<file path="src/rtl/aurora_pkg.sv">
// Shared types and widths for the 4-thread, 64-bit pipeline memory stage.
package aurora_pkg;

  localparam int PROC_DATA_WIDTH        = 64;
  localparam int PROC_REGFILE_LOG2_DEEP = 5;
  localparam int DMEM_ADDR_WIDTH        = 10;

  typedef logic [1:0] thread_id_t;

  typedef enum logic [1:0] {
    OP_ALU,
    OP_LOAD,
    OP_STORE
  } mem_op_e;

  typedef enum logic [1:0] {
    IDLE,
    REQ,
    WAIT
  } mem_state_e;

  // Store wins over load when both flags are set.
  function automatic mem_op_e classify_op(input logic mem_write_en,
                                          input logic mem_to_reg);
    mem_op_e op;
    if (mem_write_en)    op = OP_STORE;
    else if (mem_to_reg) op = OP_LOAD;
    else                 op = OP_ALU;
    return op;
  endfunction

endpackage

</file>
<file path="src/rtl/mem_stage_ctrl.sv">
// EX/MEM consumer: classifies one op at a time, runs the data-memory
// request/response handshake, stalls upstream while a memory access is in
// flight, and emits a registered single-cycle writeback bundle.
module mem_stage_ctrl #(
  parameter int PROC_DATA_WIDTH        = aurora_pkg::PROC_DATA_WIDTH,
  parameter int PROC_REGFILE_LOG2_DEEP = aurora_pkg::PROC_REGFILE_LOG2_DEEP,
  parameter int DMEM_ADDR_WIDTH        = aurora_pkg::DMEM_ADDR_WIDTH
) (
  input  logic                              clk_i,
  input  logic                              rst_ni,
  input  logic                              ex_valid_i,
  input  logic                              reg_write_en_i,
  input  logic                              mem_write_en_i,
  input  logic                              mem_to_reg_i,
  input  logic [PROC_DATA_WIDTH-1:0]        alu_i,
  input  logic [PROC_DATA_WIDTH-1:0]        reg_data2_i,
  input  logic [PROC_REGFILE_LOG2_DEEP-1:0] reg_write_addr_i,
  input  logic [1:0]                        thread_id_i,
  output logic                              stall_o,
  output logic                              dmem_req_valid_o,
  input  logic                              dmem_req_ready_i,
  output logic                              dmem_we_o,
  output logic [DMEM_ADDR_WIDTH-1:0]        dmem_addr_o,
  output logic [PROC_DATA_WIDTH-1:0]        dmem_wdata_o,
  input  logic                              dmem_rsp_valid_i,
  input  logic [PROC_DATA_WIDTH-1:0]        dmem_rsp_data_i,
  output logic                              wb_valid_o,
  output logic                              reg_write_en_o,
  output logic [PROC_REGFILE_LOG2_DEEP-1:0] reg_write_addr_o,
  output logic [PROC_DATA_WIDTH-1:0]        wb_data_o,
  output logic [1:0]                        thread_id_o,
  output logic                              protocol_err_o
);
  import aurora_pkg::*;

  mem_state_e                        state;
  mem_op_e                           op_in;
  logic                              lat_rwe;
  logic [PROC_REGFILE_LOG2_DEEP-1:0] lat_waddr;
  thread_id_t                        lat_tid;
  logic                              stray_rsp;

  assign op_in = classify_op(mem_write_en_i, mem_to_reg_i);

  // A response is only legal in WAIT, and never alongside a ready that
  // has no request to go with it. Stray data is dropped.
  assign stray_rsp = dmem_rsp_valid_i &&
                     ((state != WAIT) || (dmem_req_ready_i && !dmem_req_valid_o));

  // Upstream holds EX/MEM whenever a memory access is outstanding.
  assign stall_o = (state != IDLE);

  // Control FSM with registered memory-request and writeback outputs.
  always_ff @(posedge clk_i) begin
    if (!rst_ni) begin
      state            <= IDLE;
      lat_rwe          <= 1'b0;
      lat_waddr        <= '0;
      lat_tid          <= '0;
      dmem_req_valid_o <= 1'b0;
      dmem_we_o        <= 1'b0;
      dmem_addr_o      <= '0;
      dmem_wdata_o     <= '0;
      wb_valid_o       <= 1'b0;
      reg_write_en_o   <= 1'b0;
      reg_write_addr_o <= '0;
      wb_data_o        <= '0;
      thread_id_o      <= '0;
      protocol_err_o   <= 1'b0;
    end else begin
      wb_valid_o <= 1'b0;
      if (stray_rsp) protocol_err_o <= 1'b1;

      case (state)
        IDLE: begin
          if (ex_valid_i) begin
            lat_rwe   <= reg_write_en_i;
            lat_waddr <= reg_write_addr_i;
            lat_tid   <= thread_id_i;
            if (op_in == OP_ALU) begin
              // ALU results bypass memory and retire next cycle.
              wb_valid_o       <= 1'b1;
              wb_data_o        <= alu_i;
              reg_write_en_o   <= reg_write_en_i;
              reg_write_addr_o <= reg_write_addr_i;
              thread_id_o      <= thread_id_i;
            end else begin
              state            <= REQ;
              dmem_req_valid_o <= 1'b1;
              dmem_we_o        <= (op_in == OP_STORE);
              dmem_addr_o      <= alu_i[DMEM_ADDR_WIDTH+2:3];
              dmem_wdata_o     <= reg_data2_i;
            end
          end
        end

        REQ: begin
          if (dmem_req_ready_i) begin
            dmem_req_valid_o <= 1'b0;
            if (dmem_we_o) begin
              // Stores retire with a non-writing bundle to keep ordering.
              state            <= IDLE;
              wb_valid_o       <= 1'b1;
              reg_write_en_o   <= 1'b0;
              reg_write_addr_o <= lat_waddr;
              thread_id_o      <= lat_tid;
            end else begin
              state <= WAIT;
            end
          end
        end

        WAIT: begin
          if (dmem_rsp_valid_i && !stray_rsp) begin
            state            <= IDLE;
            wb_valid_o       <= 1'b1;
            wb_data_o        <= dmem_rsp_data_i;
            reg_write_en_o   <= lat_rwe;
            reg_write_addr_o <= lat_waddr;
            thread_id_o      <= lat_tid;
          end
        end

        default: state <= IDLE;
      endcase
    end
  end

endmodule

</file>
<file path="config.mk">
export PLATFORM = sky130hd
export DESIGN_NAME = mem_stage_ctrl
export DESIGN_NICKNAME = d
export VERILOG_FILES = /design/src/rtl/aurora_pkg.sv /design/src/rtl/mem_stage_ctrl.sv
export SDC_FILE = /design/constraint.sdc
export NUM_CORES = 1
export LEC_CHECK = 0
export CAP_MARGIN = 10
export CORE_MARGIN = 2
export CORE_UTILIZATION = 35
export CTS_CLUSTER_DIAMETER = 100
export CTS_CLUSTER_SIZE = 28
export DETAILED_ROUTE_END_ITERATION = 6
export PLACE_DENSITY = 0.77
export SYNTH_ARGS = -nofsm -noshare
export SYNTH_HDL_FRONTEND = slang
export SYNTH_SLANG_ARGS = --single-unit
</file>
<file path="constraint.sdc">
create_clock -name clk_i -period 5.5 [get_ports clk_i]
set_clock_uncertainty 0.15 [all_clocks]
set_input_delay 1.1 -clock clk_i [delete_from_list [all_inputs] [get_ports clk_i]]
set_output_delay 1.1 -clock clk_i [all_outputs]
set_load 0.05 [all_outputs]
</file>
==> results.txt <==
----------------------------------------------------
[Layout]
  Number of inserted diodes ... 0
  Nets ... 1262
  Fraction of layout cells with a size suffix above 1 ... 4.417%
  Leading cell type in the layout, fill and taps excluded ... sky130_fd_sc_hd__clkdlybuf4s50_1
  Area grow syn2layout ... 66.66%
  Most frequent cells in the layout ... sky130_fd_sc_hd__clkdlybuf4s50_1 (357), sky130_fd_sc_hd__nand2_1 (169), sky130_fd_sc_hd__dfxtp_1 (160), sky130_fd_sc_hd__a21oi_1 (148), sky130_fd_sc_hd__mux2i_1 (72)

[Critical path]
  Most Frequent Cell on Critical Path ... sky130_fd_sc_hd__inv_1
  Ordered cell list for the critical path ... inv_1, ha_1, inv_1, clkdlybuf4s50_1
  Setup CP Type ... flop to primary output
  Worst Setup SP ... state[0]$_SDFFE_PN0P_
  Critical path launch point type ... flop
  Max stage delay on crit path ... 0.86 ns
  Highest fanout seen on the critical path ... 6
  FF-to-FF Start ... state[0]$_SDFFE_PN0P_
  Endpoint arrival time on the critical path ... 2.23 ns
  Bufs and invs on worst path ... 3
  Standard cell with the maximum stage delay on the critical path ... sky130_fd_sc_hd__clkdlybuf4s50_1
  CP delay by family, top ... buffers and inverters
  Crit path required time ... 4.25 ns
  Worst Setup End Kind ... primary output

[Drt]
  Post-route ant nets ... 0
  1st-iter DRT viols ... 332
  Total wire length ... 22400 um
  Post-DR vias/cell ... 5.015
  First-pass iteration count of the detailed router ... 4
  Remaining design rule violation count ... 0
  Average detailed-routed wire length per instance ... 17.33 um
  Total number of vias ... 6485

[Floorplan]
  Die X ... 139.7 um
  Initial standard-cell utilization of the core ... 35.77%
  Top-Level Pins ... 358
  Die H ... 139.7 um
  Row Count ... 49
  Area of the die ... 19520 um2
  Placeable core area ... 18020 um2

[Yosys]
  Synth Warn # ... 0
  Proportion of synthesized flip-flops having asynchronous set or reset ... 0%
  Synth area leader ... sky130_fd_sc_hd__dfxtp_1
  Largest cells by area after synthesis ... sky130_fd_sc_hd__dfxtp_1 (50%), sky130_fd_sc_hd__a21oi_1 (11%), sky130_fd_sc_hd__mux2i_1 (11%)
  Post-Synthesis Cell Area ... 6447 um2
  Synth Register Bits ... 160
  Area share of the largest cell type after synthesis ... 49.68%
  Netlist cell types ... 31
  Sequential area share after synthesis ... 49.68%
  Flip-flop cell with the highest count after synthesis ... sky130_fd_sc_hd__dfxtp_1
  Post-Syn Nets ... 944
  Number of enable-type register cells in the synthesized netlist ... 0
  Synthesized netlist cell count ... 733
  Average instance area after synthesis ... 8.796 um2

[Global routing]
  Wire length of the first global-routing pass ... 34330 um
  Number of global-route vias before repair ... 6324
  Antenna violations before repair ... 1
  Leftover overflow at the end of global routing ... 0
  All-layer global routing usage ... 22.08%
  Largest net degree at the start of global routing ... 84

[Status]
  Result of the run ... finished, final reports clean

[Hold path]
  Hold Path Origin ... dmem_wdata_o[18]$_SDFFE_PN0P_
  Class of the most critical hold timing path ... flop to flop

[Clock tree]
  Clock transition at the register clock pins on the worst setup and hold paths after CTS ... 0.06 ns
  Maximum buffer depth of the clock tree ... 2
  TritonCTS sink count ... 160
  CTS resizes ... 0
  Hold Buf Count CTS ... 0
  CTS Root Cell ... sky130_fd_sc_hd__clkbuf_16
  CTS tree ... yes
  Setup fix buffers added after clock tree synthesis ... 0
  Htree depth ... 4
  Clock buffer count from CTS ... 17
  Clock latency on the worst-skew pair ... 0.41 ns

[Job]
  Max-cap violations ... 0

[Place]
  Post-DP HPWL ... 15950 um
  Quantity of I/O buffers inserted on ports ... 357
  Pre-CTS worst setup slack ... 1.769 ns
  Weighted congestion reported at the end of routability-driven placement ... 0.7618

[Power]
  Ratio of total power to cell area ... 377.1 nW/um2
  Overall Power ... 4052 uW
  Lkg Pwr ... 0.003756 uW
  Maximum resistive drop on vdd ... 205.9 uV

[Timing]
  Setup TNS after final layout ... 0 ns
  Hold Vio Cnt, Final ... 0
  Final setup fails ... 0
  Transition time at the pin with the least slew margin ... 0.9964 ns
  Max-slew headroom ... 33.57%
  Final period utilization ... 63.26%
  Minimum clock period ... 3.479 ns
  Unrepaired setup endpoints after global routing ... no
  Highest clock frequency the design can meet ... 287.4 MHz
  Worst hold slack across all endpoints ... 0.3024 ns
  Slew Limit Fails ... 0
  Least setup slack across all paths after layout ... 2.021 ns

----------------------------------------------------
## per-stage QoR
step	instance area (um2)	util (%)	instances
6_report	10750	59.61	1293
5_1_grt	10750	59.61	1293
4_1_cts	10750	59.61	1293
3_5_place_dp	10140	56.25	1261
3_3_place_gp	10140	56.25	1261
2_1_floorplan	6447	-	733
## flip-flops by register name, summed over array words and instances, names as in the netlist
register          count
lat_waddr             5
reg_write_en_o        1
dmem_req_valid_o      1
dmem_we_o             1
dmem_addr_o          10
lat_rwe               1
lat_tid               2
thread_id_o           2
wb_valid_o            1
protocol_err_o        1
wb_data_o            64
reg_write_addr_o      5
dmem_wdata_o         64
state                 2
## path summary, 6_finish.rpt
kind	to	slack (ns)	depth (start not counted)
max	stall_o	2.02	4
min	dmem_wdata_o[18]$_SDFFE_PN0P_	0.30	2
max reg2reg	dmem_addr_o[9]$_SDFFE_PN0P_	2.73	7
min reg2reg	dmem_wdata_o[18]$_SDFFE_PN0P_	0.30	2
## Yosys cell counts, drive strengths merged, types with 2 or more instances
library cell / n
dfxtp: 160
clkbuf: 33
a31oi: 7
o21a: 7
a211oi: 65
nand2: 170
o21ai: 3
ha: 4
mux2i: 72
buf: 33
nand2b: 2
a21oi: 148
inv: 5
nand3: 2
nor2: 5
and2: 3
## per-layer routing
layer	share of wire [%]	up-vias	wire, um	global-route usage [%]
met4	2.2	2	490	7.316
met5	0.071	-	16	0
met2	49	258	10950	37.38
met3	9.6	29	2157	9.016
li1	-	3199	-	-
met1	39	2997	8794	25.35
## cell families after synthesis
| kind of cell | count (synthesis) | synth area share [%] |
|---|---|---|
| AOI/OAI and AO/OA | 238 | 22.08 |
| adders and majority gates | 4 | 0.7763 |
| DFF | 160 | 49.68 |
| buffers and inverters | 72 | 4.871 |
| muxes | 72 | 11.18 |
| and+or+nand+nor | 187 | 11.41 |
## power by group
group          total (uW)  switching (uW)  internal, uW
clock                1210             480           730
sequential           1390            77.9          1310
combinational        1460             922           533
total                4050            1480          2570
## final cells by class
class / instances / area [um2]
multi-input combinational: 501 / 2979
tap: 229 / 286.5
inverter: 6 / 25.02
clock buffer: 20 / 446.7
timing repair buffer: 365 / 3646
fill: 1597 / 7279
clock inverter: 12 / 158.9
sequential: 160 / 3203
## worst min-delay path, cell delays in order (launching register included)
cell                      delay (ns)
sky130_fd_sc_hd__dfxtp_1        0.31
sky130_fd_sc_hd__nand2_1        0.05
sky130_fd_sc_hd__a21oi_1        0.05
(Power assumes the default switching activity.)
